**src/rtl/wb_stage_ext.sv**
```systemverilog
// RV32I write-back stage: selects and formats the result, registers the
// register-file write port with stall/flush control, and counts retirements.
module wb_stage_ext #(
  parameter int XLEN   = 32,
  parameter int REG_AW = 5,
  parameter int CNT_W  = 32
) (
  input  logic              clk,
  input  logic              rst,
  input  logic              in_valid,
  input  logic              stall,
  input  logic              flush,
  input  logic [XLEN-1:0]   alu_out,
  input  logic [XLEN-1:0]   load_data,
  input  logic [XLEN-1:0]   pc_plus4,
  input  logic [XLEN-1:0]   imm,
  input  logic [2:0]        load_funct3,
  input  logic [1:0]        addr_lsb,
  input  logic [REG_AW-1:0] rd,
  input  logic              regwrite_en,
  input  logic [1:0]        wb_sel,
  output logic [XLEN-1:0]   wd3,
  output logic [REG_AW-1:0] rd_a3,
  output logic              we3,
  output logic              wb_valid,
  output logic [CNT_W-1:0]  retire_count,
  output logic              cnt_wrap
);

  typedef enum logic [1:0] {
    SEL_ALU  = 2'b00,
    SEL_LOAD = 2'b01,
    SEL_PC4  = 2'b10,
    SEL_IMM  = 2'b11
  } wb_sel_e;

  logic [7:0]      byte_lane;
  logic [15:0]     half_lane;
  logic [XLEN-1:0] load_fmt;
  logic [XLEN-1:0] wb_data;

  // Half lane ignores addr_lsb[0]: misaligned halves are not trapped here.
  always_comb begin
    // NOTE: every combinational output gets a default first so no latch is inferred.
    byte_lane = load_data[8*addr_lsb +: 8];
    half_lane = load_data[16*addr_lsb[1] +: 16];
    load_fmt  = load_data;
    case (load_funct3)
      3'b000:  load_fmt = XLEN'($signed(byte_lane));
      3'b100:  load_fmt = XLEN'(byte_lane);
      3'b001:  load_fmt = XLEN'($signed(half_lane));
      3'b101:  load_fmt = XLEN'(half_lane);
      3'b010:  load_fmt = XLEN'($signed(load_data[31:0]));
      default: load_fmt = load_data;
    endcase
  end

  always_comb begin
    wb_data = alu_out;
    case (wb_sel_e'(wb_sel))
      SEL_ALU:  wb_data = alu_out;
      SEL_LOAD: wb_data = load_fmt;
      SEL_PC4:  wb_data = pc_plus4;
      SEL_IMM:  wb_data = imm;
      default:  wb_data = alu_out;
    endcase
  end

  // Priority rst > flush > stall > capture; a stalled slot never commits.
  always_ff @(posedge clk) begin
    // NOTE: sequential state uses non-blocking assignments only.
    if (rst) begin
      wd3          <= '0;
      rd_a3        <= '0;
      we3          <= 1'b0;
      wb_valid     <= 1'b0;
      retire_count <= '0;
      cnt_wrap     <= 1'b0;
    end else if (flush) begin
      wd3      <= '0;
      rd_a3    <= '0;
      we3      <= 1'b0;
      wb_valid <= 1'b0;
    end else if (stall) begin
      we3      <= 1'b0;
      wb_valid <= 1'b0;
    end else begin
      wd3      <= wb_data;
      rd_a3    <= rd;
      we3      <= in_valid && regwrite_en && (rd != '0);
      wb_valid <= in_valid;
      if (in_valid) begin
        retire_count <= retire_count + CNT_W'(1);
        if (&retire_count) cnt_wrap <= 1'b1;
      end
    end
  end

endmodule

```
**config.mk**
```make
export PLATFORM = sky130hd
export DESIGN_NAME = wb_stage_ext
export DESIGN_NICKNAME = d
export VERILOG_FILES = /design/src/rtl/wb_stage_ext.sv
export SDC_FILE = /design/constraint.sdc
export NUM_CORES = 1
export LEC_CHECK = 0
export CORE_ASPECT_RATIO = 0.5
export CORE_MARGIN = 4
export CORE_UTILIZATION = 28
export DETAILED_ROUTE_END_ITERATION = 12
export PLACE_DENSITY = 0.71
export SYNTH_ARGS = -nofsm -noshare
export SYNTH_HDL_FRONTEND = slang
export SYNTH_SLANG_ARGS = --single-unit
```
**constraint.sdc**
```tcl
create_clock -name clk -period 4.7 [get_ports clk]
set_input_delay 0.47 -clock clk [delete_from_list [all_inputs] [get_ports clk]]
set_output_delay 0.47 -clock clk [all_outputs]
set_load 0.1 [all_outputs]
```
==> impl_metrics.xml, run 1 <==
<?xml version="1.0" encoding="UTF-8"?>
<metrics>
  <group name="sta">
    <metric name="tns" unit="ns">0</metric>
    <metric name="min_period_over_period" unit="%">61.2</metric>
    <metric name="post-route-worst-setup-slack" unit="ns">1.82</metric>
    <metric name="finalClockSkew" unit="ns">0.0116</metric>
    <metric name="setup_viol" unit="">0</metric>
    <metric name="report.final.slew_viol_count" unit="">0</metric>
    <metric name="transition_time_of_the_tightest_slew_check_pin" unit="ns">1.20</metric>
    <metric name="finalHoldViolCount" unit="">0</metric>
    <metric name="slew_headroom" unit="%">20.1</metric>
    <metric name="final_period_minus_worst_setup_slack" unit="ns">2.88</metric>
    <metric name="achievable-frequency" unit="GHz">0.348</metric>
    <metric name="rsz0062_at_grt" unit="">no</metric>
  </group>
  <group name="clock_network">
    <metric name="cts_post_setup_buffers_inserted" unit="">0</metric>
    <metric name="ctsLongestPathBuffers" unit="">2</metric>
    <metric name="clk_root_buffer_cell" unit="">sky130_fd_sc_hd__clkbuf_16</metric>
    <metric name="clock_sink_count" unit="">72</metric>
    <metric name="clkTransAtPathRegs" unit="ns">0.06</metric>
    <metric name="post_cts_resized" unit="">0</metric>
    <metric name="tritoncts" unit="">built</metric>
    <metric name="cts_made_buffers" unit="">9</metric>
    <metric name="clk_latency" unit="ns">0.33</metric>
    <metric name="cts.htree.levels" unit="">3</metric>
    <metric name="post_cts_hold_buffer_count" unit="">0</metric>
  </group>
  <group name="finish">
    <metric name="mostFrequentLayoutCell" unit="">sky130_fd_sc_hd__clkdlybuf4s50_1</metric>
    <metric name="post_route_cells_drive_above_1_share" unit="%">5.02</metric>
    <metric name="seq_area" unit="um2">1440</metric>
    <metric name="antenna_cells_inserted" unit="">0</metric>
    <metric name="layout.filler_cells" unit="">1322</metric>
    <metric name="mostFrequentLayoutCells" unit="">sky130_fd_sc_hd__clkdlybuf4s50_1 (216), sky130_fd_sc_hd__dfxtp_1 (72), sky130_fd_sc_hd__nor2_1 (62)</metric>
    <metric name="multiInputGateArea" unit="um2">2410</metric>
    <metric name="syn_to_final_growth" unit="%">63.1</metric>
    <metric name="final_net_count" unit="">859</metric>
  </group>
  <group name="logic_synthesis">
    <metric name="synthesis.area" unit="um2">4090</metric>
    <metric name="yosysUniqueCellTypes" unit="">48</metric>
    <metric name="ys_dominant_reg_cell" unit="">sky130_fd_sc_hd__dfxtp_1</metric>
    <metric name="ys_seq_elements" unit="">72</metric>
    <metric name="synth-seq-area-share" unit="%">35.3</metric>
    <metric name="postSynthNetCount" unit="">666</metric>
    <metric name="synth_edf_count" unit="">0</metric>
    <metric name="avgSynthCellArea" unit="um2">7.88</metric>
    <metric name="postSynthCellCount" unit="">519</metric>
    <metric name="asyncSetResetFlopFracSynth" unit="%">0</metric>
    <metric name="synthesis.yosys.warnings" unit="">0</metric>
  </group>
  <group name="die">
    <metric name="initial_utilization" unit="%">29.4</metric>
    <metric name="die_width" unit="um">179</metric>
    <metric name="floorplan.die_area" unit="um2">16700</metric>
    <metric name="core_area" unit="um2">13900</metric>
    <metric name="die-height" unit="um">93.5</metric>
    <metric name="num_io_pins" unit="">218</metric>
    <metric name="fp-row-count" unit="">30</metric>
  </group>
  <group name="critical_path">
    <metric name="cp_data_arrival_time" unit="ns">3.15</metric>
    <metric name="critPathRequiredTime" unit="ns">4.97</metric>
    <metric name="crit_path_start" unit="">load_funct3[1]</metric>
    <metric name="worst_setup_path_end_kind" unit="">flop</metric>
    <metric name="start_kind" unit="">primary input</metric>
    <metric name="critical_path.max_fanout" unit="">18</metric>
    <metric name="criticalPathCategory" unit="">in -&gt; reg</metric>
    <metric name="reg2reg_from" unit="">retire_count[11]</metric>
  </group>
  <group name="placed_design">
    <metric name="port-buffer-count" unit="">217</metric>
    <metric name="dp_slack" unit="ns">1.61</metric>
    <metric name="place_congestion" unit="">0.813</metric>
    <metric name="place_hpwl" unit="um">12100</metric>
  </group>
  <group name="global_route">
    <metric name="grt_max_degree" unit="">42</metric>
    <metric name="via_count_of_the_first_global_routing_pass" unit="">4577</metric>
    <metric name="antenna_found_initial" unit="">0</metric>
    <metric name="gr-total-overflow" unit="">0</metric>
    <metric name="wire_length_of_the_first_global_routing_pass" unit="um">24300</metric>
    <metric name="groute.usage.overall" unit="%">18.2</metric>
  </group>
  <group name="power">
    <metric name="powerDensity" unit="nW/um2">255</metric>
    <metric name="total_leakage_power" unit="nW">2.50</metric>
    <metric name="ir_drop" unit="uV">130</metric>
  </group>
  <group name="drt">
    <metric name="drt_drc_violations_left" unit="">0</metric>
    <metric name="ant_nets" unit="">0</metric>
    <metric name="drtPass1Iterations" unit="">4</metric>
    <metric name="viasPerCell" unit="">5.08</metric>
    <metric name="routed_length_per_placed_instance" unit="um">17.4</metric>
    <metric name="wl" unit="um">15800</metric>
    <metric name="detail_route.iter0.violations" unit="">209</metric>
    <metric name="via_count_of_the_routed_design" unit="">4621</metric>
  </group>
  <group name="run_status">
    <metric name="outcome" unit="">finished clean</metric>
  </group>
  <group name="flow_run">
    <metric name="cap_viol_max_count" unit="">0</metric>
  </group>
  <group name="min_path">
    <metric name="hold_path.startpoint" unit="">wd3[7]</metric>
    <metric name="hold_class" unit="">reg -&gt; reg</metric>
  </group>
</metrics>
-- cell usage after synthesis (3+ instances only) --
master	count	share of area [%]
sky130_fd_sc_hd__a2111oi_0	8	1.7
sky130_fd_sc_hd__a211o_1	15	3.2
sky130_fd_sc_hd__a211oi_1	8	1.5
sky130_fd_sc_hd__a21oi_1	19	2.3
sky130_fd_sc_hd__a221oi_1	16	3.4
sky130_fd_sc_hd__a22oi_1	7	1.3
sky130_fd_sc_hd__a31oi_1	6	0.92
sky130_fd_sc_hd__and2_1	5	0.76
sky130_fd_sc_hd__and3_1	4	0.61
sky130_fd_sc_hd__and4_1	3	0.64
sky130_fd_sc_hd__buf_1	4	0.37
sky130_fd_sc_hd__clkbuf_1	32	2.9
sky130_fd_sc_hd__dfxtp_1	72	35
sky130_fd_sc_hd__inv_1	23	2.1
sky130_fd_sc_hd__mux2_2	6	1.7
sky130_fd_sc_hd__mux2i_1	21	5.1
sky130_fd_sc_hd__nand2_1	38	3.5
sky130_fd_sc_hd__nand2b_1	4	0.61
sky130_fd_sc_hd__nand3_1	6	0.73
sky130_fd_sc_hd__nand4_1	9	1.4
sky130_fd_sc_hd__nor2_1	63	5.8
sky130_fd_sc_hd__nor2b_1	14	2.1
sky130_fd_sc_hd__nor3_1	29	3.5
sky130_fd_sc_hd__nor4_1	6	0.92
sky130_fd_sc_hd__o21ai_0	43	5.3
sky130_fd_sc_hd__o221ai_1	8	1.7
sky130_fd_sc_hd__or3_1	7	1.1
sky130_fd_sc_hd__xnor2_1	18	3.9
sky130_fd_sc_hd__xor2_1	5	1.1
-- path summary, 6_finish.rpt --
check             cells past startpoint          endpoint  slack, ns
setup reg to reg                      5  retire_count[31]       2.53
hold reg to reg                       2            wd3[7]       0.45
setup / recovery                      5           wd3[22]       1.82
hold / removal                        2            wd3[7]       0.45
-- critical path, cell delays in order --
cell,delay [ns]
sky130_fd_sc_hd__clkdlybuf4s50_1,0.88
sky130_fd_sc_hd__nor2b_1,1.01
sky130_fd_sc_hd__a221oi_1,0.29
sky130_fd_sc_hd__nor3_1,0.35
sky130_fd_sc_hd__a211o_1,0.14
-- layer usage --
metal	vias to the layer above	GRT usage, %	wire [um]	part of all wire [%]
met5	-	0	0	0
met4	0	4.79	268	1.7
met3	21	3.47	882	5.6
met2	140	30.7	7880	50
met1	2187	23.8	6770	43
li1	2273	-	-	-
-- through the flow --
step                std cells  util [%]  hold WS (ns)  cell area [um2]  total power, W
floorplan                 519         -         0.601             4090        0.000852
global placement          893      45.8         0.437             6380         0.00103
detailed placement        893      45.8         0.441             6380         0.00104
CTS                       909      47.9         0.450             6670         0.00171
global route              909      47.9         0.473             6670         0.00176
finish                    909      47.9         0.446             6670         0.00170
-- cell type report --
class | count | area share [%]
sequential | 72 | 21.6
inverter | 24 | 1.35
tap | 192 | 3.60
timing repair buffer | 221 | 32.9
clock buffer | 10 | 3.58
clock inverter | 6 | 0.750
multi-input combinational | 384 | 36.2
-- state kept, by name, indices dropped and copies added (netlist names) --
register / flops
cnt_wrap: 1
wb_valid: 1
wd3: 32
retire_count: 32
we3: 1
rd_a3: 5
-- power breakdown --
group / switching (W) / total, W / internal, W
combinational: 0.000220 / 0.000395 / 0.000175
clock: 0.000292 / 0.000671 / 0.000379
sequential: 0.00000785 / 0.000632 / 0.000624
total: 0.000520 / 0.00170 / 0.00118
-- logic make-up (layout without fill, tap and decap cells) --
logic type                 Yosys count  after routing  share of synthesized area [%]
DFF                                 72             72                           35.3
buffers and inverters               63            261                           5.94
xor gates and xnor gates            23             23                           4.93
and+or+nand+nor                    195            195                           23.5
AOI/OAI and AO/OA                  137            137                           22.7
muxes                               28             28                           7.34
adders and majority gates            1              1                          0.306
No activity file was read; power rests on OpenSTA's default activity.
==> run 2: changes to the inputs <==
Clock period 4.7 ns to 2.8 ns, I/O delays scaled along.
==> run 2 against run 1 <==
  * Critical path depth unchanged
  * Sequential cell count unchanged
  * Final cell count increased by 0.77%
  * Combinational power increased by 67%
  * Largest power group unchanged
  * Highest routed layer unchanged
==> impl_metrics.xml, run 2 (same netlist as run 1, synthesis figures left out) <==
<?xml version="1.0" encoding="UTF-8"?>
<metrics>
  <group name="run_status">
    <metric name="outcome" unit="">finished clean</metric>
  </group>
  <group name="finish">
    <metric name="syn_to_final_growth" unit="%">60.6</metric>
    <metric name="antenna_cells_inserted" unit="">0</metric>
    <metric name="mostFrequentLayoutCells" unit="">sky130_fd_sc_hd__clkdlybuf4s50_1 (144), sky130_fd_sc_hd__buf_4 (83), sky130_fd_sc_hd__dfxtp_1 (72)</metric>
    <metric name="final_net_count" unit="">866</metric>
    <metric name="layout.filler_cells" unit="">1351</metric>
    <metric name="seq_area" unit="um2">1440</metric>
    <metric name="multiInputGateArea" unit="um2">2410</metric>
    <metric name="mostFrequentLayoutCell" unit="">sky130_fd_sc_hd__clkdlybuf4s50_1</metric>
    <metric name="post_route_cells_drive_above_1_share" unit="%">15.9</metric>
    <metric name="stdcell_area" unit="um2">6570</metric>
    <metric name="largestRegisters" unit="">retire_count x32, wd3 x32, rd_a3 x5</metric>
  </group>
  <group name="clock_network">
    <metric name="cts_made_buffers" unit="">9</metric>
    <metric name="cts_post_setup_buffers_inserted" unit="">0</metric>
    <metric name="post_cts_resized" unit="">0</metric>
    <metric name="cts.htree.levels" unit="">3</metric>
    <metric name="post_cts_hold_buffer_count" unit="">0</metric>
    <metric name="tritoncts" unit="">built</metric>
    <metric name="ctsLongestPathBuffers" unit="">2</metric>
    <metric name="clk_latency" unit="ns">0.33</metric>
    <metric name="clkTransAtPathRegs" unit="ns">0.06</metric>
    <metric name="clk_root_buffer_cell" unit="">sky130_fd_sc_hd__clkbuf_16</metric>
    <metric name="clock_sink_count" unit="">72</metric>
  </group>
  <group name="sta">
    <metric name="slew_headroom" unit="%">19.9</metric>
    <metric name="finalHoldViolCount" unit="">0</metric>
    <metric name="min_period_over_period" unit="%">78.5</metric>
    <metric name="finalClockSkew" unit="ns">0.00712</metric>
    <metric name="setup_viol" unit="">0</metric>
    <metric name="tns" unit="ns">0</metric>
    <metric name="achievable-frequency" unit="GHz">0.455</metric>
    <metric name="report.final.slew_viol_count" unit="">0</metric>
    <metric name="final_period_minus_worst_setup_slack" unit="ns">2.20</metric>
    <metric name="transition_time_of_the_tightest_slew_check_pin" unit="ns">1.20</metric>
    <metric name="rsz0062_at_grt" unit="">no</metric>
  </group>
  <group name="die">
    <metric name="initial_utilization" unit="%">29.4</metric>
    <metric name="die_width" unit="um">179</metric>
    <metric name="die-height" unit="um">93.5</metric>
    <metric name="fp-row-count" unit="">30</metric>
    <metric name="num_io_pins" unit="">218</metric>
    <metric name="core_area" unit="um2">13900</metric>
    <metric name="floorplan.die_area" unit="um2">16700</metric>
  </group>
  <group name="placed_design">
    <metric name="place_congestion" unit="">0.871</metric>
    <metric name="place_hpwl" unit="um">12400</metric>
    <metric name="dpl_cell_area" unit="um2">6250</metric>
    <metric name="port-buffer-count" unit="">217</metric>
  </group>
  <group name="global_route">
    <metric name="gr-total-overflow" unit="">0</metric>
    <metric name="antenna_found_initial" unit="">0</metric>
    <metric name="via_count_of_the_first_global_routing_pass" unit="">4514</metric>
    <metric name="grt_max_degree" unit="">38</metric>
    <metric name="wire_length_of_the_first_global_routing_pass" unit="um">23700</metric>
    <metric name="groute.usage.overall" unit="%">17.8</metric>
  </group>
  <group name="critical_path">
    <metric name="worst_setup_path_end_kind" unit="">flop</metric>
    <metric name="critPathRequiredTime" unit="ns">3.07</metric>
    <metric name="criticalPathCategory" unit="">reg -&gt; reg</metric>
    <metric name="critical_path.max_fanout" unit="">10</metric>
    <metric name="cp_data_arrival_time" unit="ns">2.47</metric>
    <metric name="start_kind" unit="">flop</metric>
  </group>
  <group name="flow_run">
    <metric name="cap_viol_max_count" unit="">0</metric>
  </group>
  <group name="power">
    <metric name="powerDensity" unit="nW/um2">446</metric>
    <metric name="total_leakage_power" unit="nW">2.69</metric>
    <metric name="ir_drop" unit="uV">239</metric>
  </group>
  <group name="drt">
    <metric name="drtPass1Iterations" unit="">5</metric>
    <metric name="viasPerCell" unit="">5.08</metric>
    <metric name="ant_nets" unit="">0</metric>
    <metric name="wl" unit="um">15800</metric>
    <metric name="drt_drc_violations_left" unit="">0</metric>
    <metric name="routed_length_per_placed_instance" unit="um">17.2</metric>
    <metric name="detail_route.iter0.violations" unit="">232</metric>
    <metric name="via_count_of_the_routed_design" unit="">4650</metric>
  </group>
  <group name="min_path">
    <metric name="hold_class" unit="">reg -&gt; reg</metric>
  </group>
</metrics>
run 2: power breakdown:
group          switching [W]  total [W]  internal, W  leakage (nW)
sequential         0.0000131    0.00106      0.00105         0.584
clock               0.000482    0.00121     0.000727         0.151
combinational       0.000368   0.000660     0.000291          1.95
total               0.000864    0.00293      0.00207          2.69
run 2: worst paths after layout:
kind                            depth (start not counted)  slack [ns]          endpoint             from
worst max-delay path                                    5        0.60  retire_count[31]  retire_count[3]
worst min register to register                          2        0.46           wd3[13]          wd3[13]
worst max register to register                          5        0.60  retire_count[31]  retire_count[3]
worst min-delay path                                    2        0.46           wd3[13]          wd3[13]
run 2: layout make-up:
cell class	count	share of cell area (%)
Clock inverter	6	1.11
Clock buffer	10	3.64
Sequential cell	72	22.0
Timing Repair Buffer	228	31.5
Multi-Input combinational cell	384	36.7
Inverter	24	1.37
Tap cell	192	3.66
run 2: metal layers:
| layer | GRT usage, % | share of wire [%] | vias to the layer above |
|---|---|---|---|
| met4 | 5.55 | 2.1 | 0 |
| met5 | 0 | 0 | - |
| met1 | 22.4 | 43 | 2182 |
| met3 | 3.43 | 5.7 | 26 |
| met2 | 30.9 | 49 | 151 |
| li1 | - | - | 2291 |
run 2: through the flow:
| step | setup WS [ns] | total power, W | cells | util (%) | hold WS (ns) |
|---|---|---|---|---|---|
| 6_report | 0.603 | 0.00293 | 916 | 47.1 | 0.458 |
| 5_1_grt | 0.378 | 0.00304 | 916 | 47.1 | 0.477 |
| 4_1_cts | 0.592 | 0.00296 | 916 | 47.1 | 0.460 |
| 3_5_place_dp | 0.272 | 0.00174 | 900 | 44.9 | 0.449 |
| 3_3_place_gp | 0.317 | 0.00174 | 900 | 44.9 | 0.436 |
| 2_1_floorplan | 0.0428 | 0.00143 | 519 | - | 0.411 |
run 2: worst max-delay path: stages, from the launching register on:
cell and delay [ns]:
sky130_fd_sc_hd__dfxtp_1 0.45, sky130_fd_sc_hd__and4_1 0.36, sky130_fd_sc_hd__nand4_4 0.21, sky130_fd_sc_hd__or4_1 0.59, sky130_fd_sc_hd__or3_1 0.39, sky130_fd_sc_hd__a21oi_1 0.14
==> run 3: changes to the inputs <==
Settings changed: PLACE_DENSITY 0.71 to 0.73.
Clock period 2.8 ns to 2 ns, I/O delays scaled along.
==> run 3 against run 2 <==
  * Clock skew grew 0.0027 ns
  * Power up 40%
  * Hold slack got worse by 0.046 ns
  * Sequential share of layout area is 0.26 points lower
  * Combinational power grew 49%
  * Largest power group unchanged
==> impl_metrics.xml, run 3 (same netlist as run 1, synthesis figures left out) <==
<?xml version="1.0" encoding="UTF-8"?>
<metrics>
  <group name="run_status">
    <metric name="outcome" unit="">finished clean</metric>
  </group>
  <group name="power">
    <metric name="share_comb_of_total_power" unit="%">23.9</metric>
    <metric name="pwr-share-seq" unit="%">35.6</metric>
    <metric name="internal_power" unit="W">0.00284</metric>
    <metric name="total_leakage_power" unit="nW">2.93</metric>
    <metric name="netSwitchingPower" unit="W">0.00127</metric>
    <metric name="ir_drop" unit="uV">295</metric>
    <metric name="powerDensity" unit="nW/um2">587</metric>
    <metric name="switching_share" unit="%">30.9</metric>
    <metric name="power.clock.fraction" unit="%">40.5</metric>
  </group>
  <group name="placed_design">
    <metric name="dp_cells" unit="">939</metric>
    <metric name="port-buffer-count" unit="">217</metric>
    <metric name="dp_slack" unit="ns">-0.322</metric>
    <metric name="dpl_cell_area" unit="um2">6670</metric>
    <metric name="place_congestion" unit="">0.938</metric>
    <metric name="place_hpwl" unit="um">13200</metric>
  </group>
  <group name="clock_network">
    <metric name="clk_root_buffer_cell" unit="">sky130_fd_sc_hd__clkbuf_16</metric>
    <metric name="post_cts_hold_buffer_count" unit="">0</metric>
    <metric name="ctsLongestPathBuffers" unit="">2</metric>
    <metric name="clock_sink_count" unit="">72</metric>
    <metric name="clkTransAtPathRegs" unit="ns">0.07</metric>
    <metric name="cts.htree.levels" unit="">3</metric>
    <metric name="tritoncts" unit="">built</metric>
    <metric name="clk_latency" unit="ns">0.34</metric>
    <metric name="cts_made_buffers" unit="">9</metric>
  </group>
  <group name="global_route">
    <metric name="grt_max_degree" unit="">37</metric>
    <metric name="via_count_of_the_first_global_routing_pass" unit="">4874</metric>
    <metric name="antenna_found_initial" unit="">0</metric>
    <metric name="groute.usage.overall" unit="%">19.0</metric>
    <metric name="gr-total-overflow" unit="">0</metric>
    <metric name="wire_length_of_the_first_global_routing_pass" unit="um">25300</metric>
  </group>
  <group name="min_path">
    <metric name="hold_class" unit="">in -&gt; reg</metric>
  </group>
  <group name="critical_path">
    <metric name="cp_data_arrival_time" unit="ns">2.14</metric>
    <metric name="reg2reg_from" unit="">retire_count[11]</metric>
    <metric name="worstReg2RegEnd" unit="">retire_count[27]</metric>
    <metric name="timing.critical_path.slowest_cell_delay" unit="ns">0.59</metric>
    <metric name="start_kind" unit="">flop</metric>
    <metric name="critical_path.max_fanout" unit="">9</metric>
    <metric name="timing.critical_path.to" unit="">retire_count[27]</metric>
    <metric name="cp_cell_sequence" unit="">and4_4 -&gt; nand4_4 -&gt; or4_4 -&gt; or3_1 -&gt; a21oi_1</metric>
    <metric name="r2r_setup_slack" unit="ns">0.13</metric>
    <metric name="critPathRequiredTime" unit="ns">2.27</metric>
    <metric name="crit_path_start" unit="">retire_count[11]</metric>
    <metric name="worst_setup_path_end_kind" unit="">flop</metric>
    <metric name="crit_path_top_delay_cell" unit="">sky130_fd_sc_hd__or4_4</metric>
    <metric name="criticalPathCategory" unit="">reg -&gt; reg</metric>
    <metric name="worst_r2r_path_depth" unit="">5</metric>
  </group>
  <group name="drt">
    <metric name="drtPass1Iterations" unit="">5</metric>
    <metric name="via_count_of_the_routed_design" unit="">4814</metric>
    <metric name="drt_drc_violations_left" unit="">0</metric>
    <metric name="detail_route.iter0.violations" unit="">211</metric>
    <metric name="ant_nets" unit="">0</metric>
    <metric name="viasPerCell" unit="">5.04</metric>
    <metric name="wl" unit="um">16200</metric>
    <metric name="routed_length_per_placed_instance" unit="um">17.0</metric>
  </group>
  <group name="die">
    <metric name="core_area" unit="um2">13900</metric>
    <metric name="die_width" unit="um">179</metric>
    <metric name="floorplan.die_area" unit="um2">16700</metric>
    <metric name="die-height" unit="um">93.5</metric>
    <metric name="fp-row-count" unit="">30</metric>
    <metric name="num_io_pins" unit="">218</metric>
    <metric name="initial_utilization" unit="%">29.4</metric>
  </group>
  <group name="finish">
    <metric name="final_net_count" unit="">905</metric>
    <metric name="syn_to_final_growth" unit="%">71.2</metric>
    <metric name="mostFrequentLayoutCells" unit="">sky130_fd_sc_hd__clkdlybuf4s50_1 (144), sky130_fd_sc_hd__buf_4 (119), sky130_fd_sc_hd__nor2_1 (62)</metric>
    <metric name="largestRegisters" unit="">retire_count x32, wd3 x32, rd_a3 x5</metric>
    <metric name="antenna_cells_inserted" unit="">0</metric>
    <metric name="mostFrequentLayoutCell" unit="">sky130_fd_sc_hd__clkdlybuf4s50_1</metric>
    <metric name="final-instance-count-excl-fill" unit="">955</metric>
    <metric name="post_route_cells_drive_above_1_share" unit="%">24.6</metric>
    <metric name="stdcell_area" unit="um2">7000</metric>
  </group>
  <group name="sta">
    <metric name="finalClockSkew" unit="ns">0.00980</metric>
    <metric name="min_period_over_period" unit="%">93.4</metric>
    <metric name="setup_viol" unit="">0</metric>
    <metric name="final_period_minus_worst_setup_slack" unit="ns">1.87</metric>
    <metric name="finalHoldViolCount" unit="">0</metric>
    <metric name="post-route-worst-setup-slack" unit="ns">0.132</metric>
    <metric name="report.final.slew_viol_count" unit="">0</metric>
    <metric name="slew_headroom" unit="%">62.3</metric>
    <metric name="achievable-frequency" unit="GHz">0.535</metric>
    <metric name="tns" unit="ns">0</metric>
    <metric name="transition_time_of_the_tightest_slew_check_pin" unit="ns">0.562</metric>
    <metric name="rsz0062_at_grt" unit="">no</metric>
  </group>
  <group name="flow_run">
    <metric name="cap_viol_max_count" unit="">0</metric>
  </group>
</metrics>
-- run 3: per-stage QoR --
| step | utilization [%] | hold slack, ns | power (W) |
|---|---|---|---|
| floorplan | - | 0.331 | 0.00198 |
| global placement | 47.9 | 0.444 | 0.00246 |
| detailed placement | 47.9 | 0.443 | 0.00247 |
| CTS | 50.1 | 0.397 | 0.00414 |
| global route | 50.3 | 0.408 | 0.00428 |
| finish | 50.3 | 0.412 | 0.00411 |
-- run 3: how the worst min path moves through the flow --
stage | from | end | slack (ns) | cells after the start
floorplan | regwrite_en | we3 | 0.33 | 1
global placement | wd3[12] | wd3[12] | 0.44 | 2
detailed placement | wd3[7] | wd3[7] | 0.44 | 2
CTS | regwrite_en | we3 | 0.40 | 2
global route | regwrite_en | we3 | 0.41 | 2
finish | regwrite_en | we3 | 0.41 | 2
-- run 3: critical path: cells and delay by family, from the launching register on --
kind | cells | cell delay (ns)
AOI/OAI and AO/OA | 1 | 0.12
and+or+nand+nor | 4 | 1.30
DFF | 1 | 0.38
-- run 3: timing repair --
action / in CTS / in global routing
hold endpoints to repair: 0 / 0
endpoints found under the setup margin: 0 / 11
buffers inserted: 0 / 0
resized for setup: 0 / 8
-- run 3: power groups by stage --
stage                     Sequential [W]  Combinational (W)  Clock [W]
final                            0.00146           0.000983    0.00167
after floorplan                  0.00173           0.000247          0
after CTS                        0.00146           0.000979    0.00170
after global placement           0.00149           0.000969          0
after global routing             0.00147            0.00104    0.00177
after detailed placement         0.00150           0.000975          0
-- run 3: per-layer routing --
layer | track usage (%) | share of wire, % | wire length (um) | vias up
met5 | 0 | 0 | 0 | -
met4 | 5.68 | 1.7 | 282 | 0
met3 | 3.47 | 5.6 | 915 | 26
met2 | 33.5 | 51 | 8270 | 148
met1 | 23.5 | 42 | 6780 | 2269
li1 | - | - | - | 2371
-- run 3: layout make-up --
| type | count | area (um2) |
|---|---|---|
| clock buffer | 10 | 250 |
| tap | 192 | 240 |
| sequential | 72 | 1520 |
| timing repair buffer | 267 | 2400 |
| inverter | 24 | 90.1 |
| fill | 1318 | 6930 |
| multi-input combinational | 384 | 2450 |
| clock inverter | 6 | 55.1 |
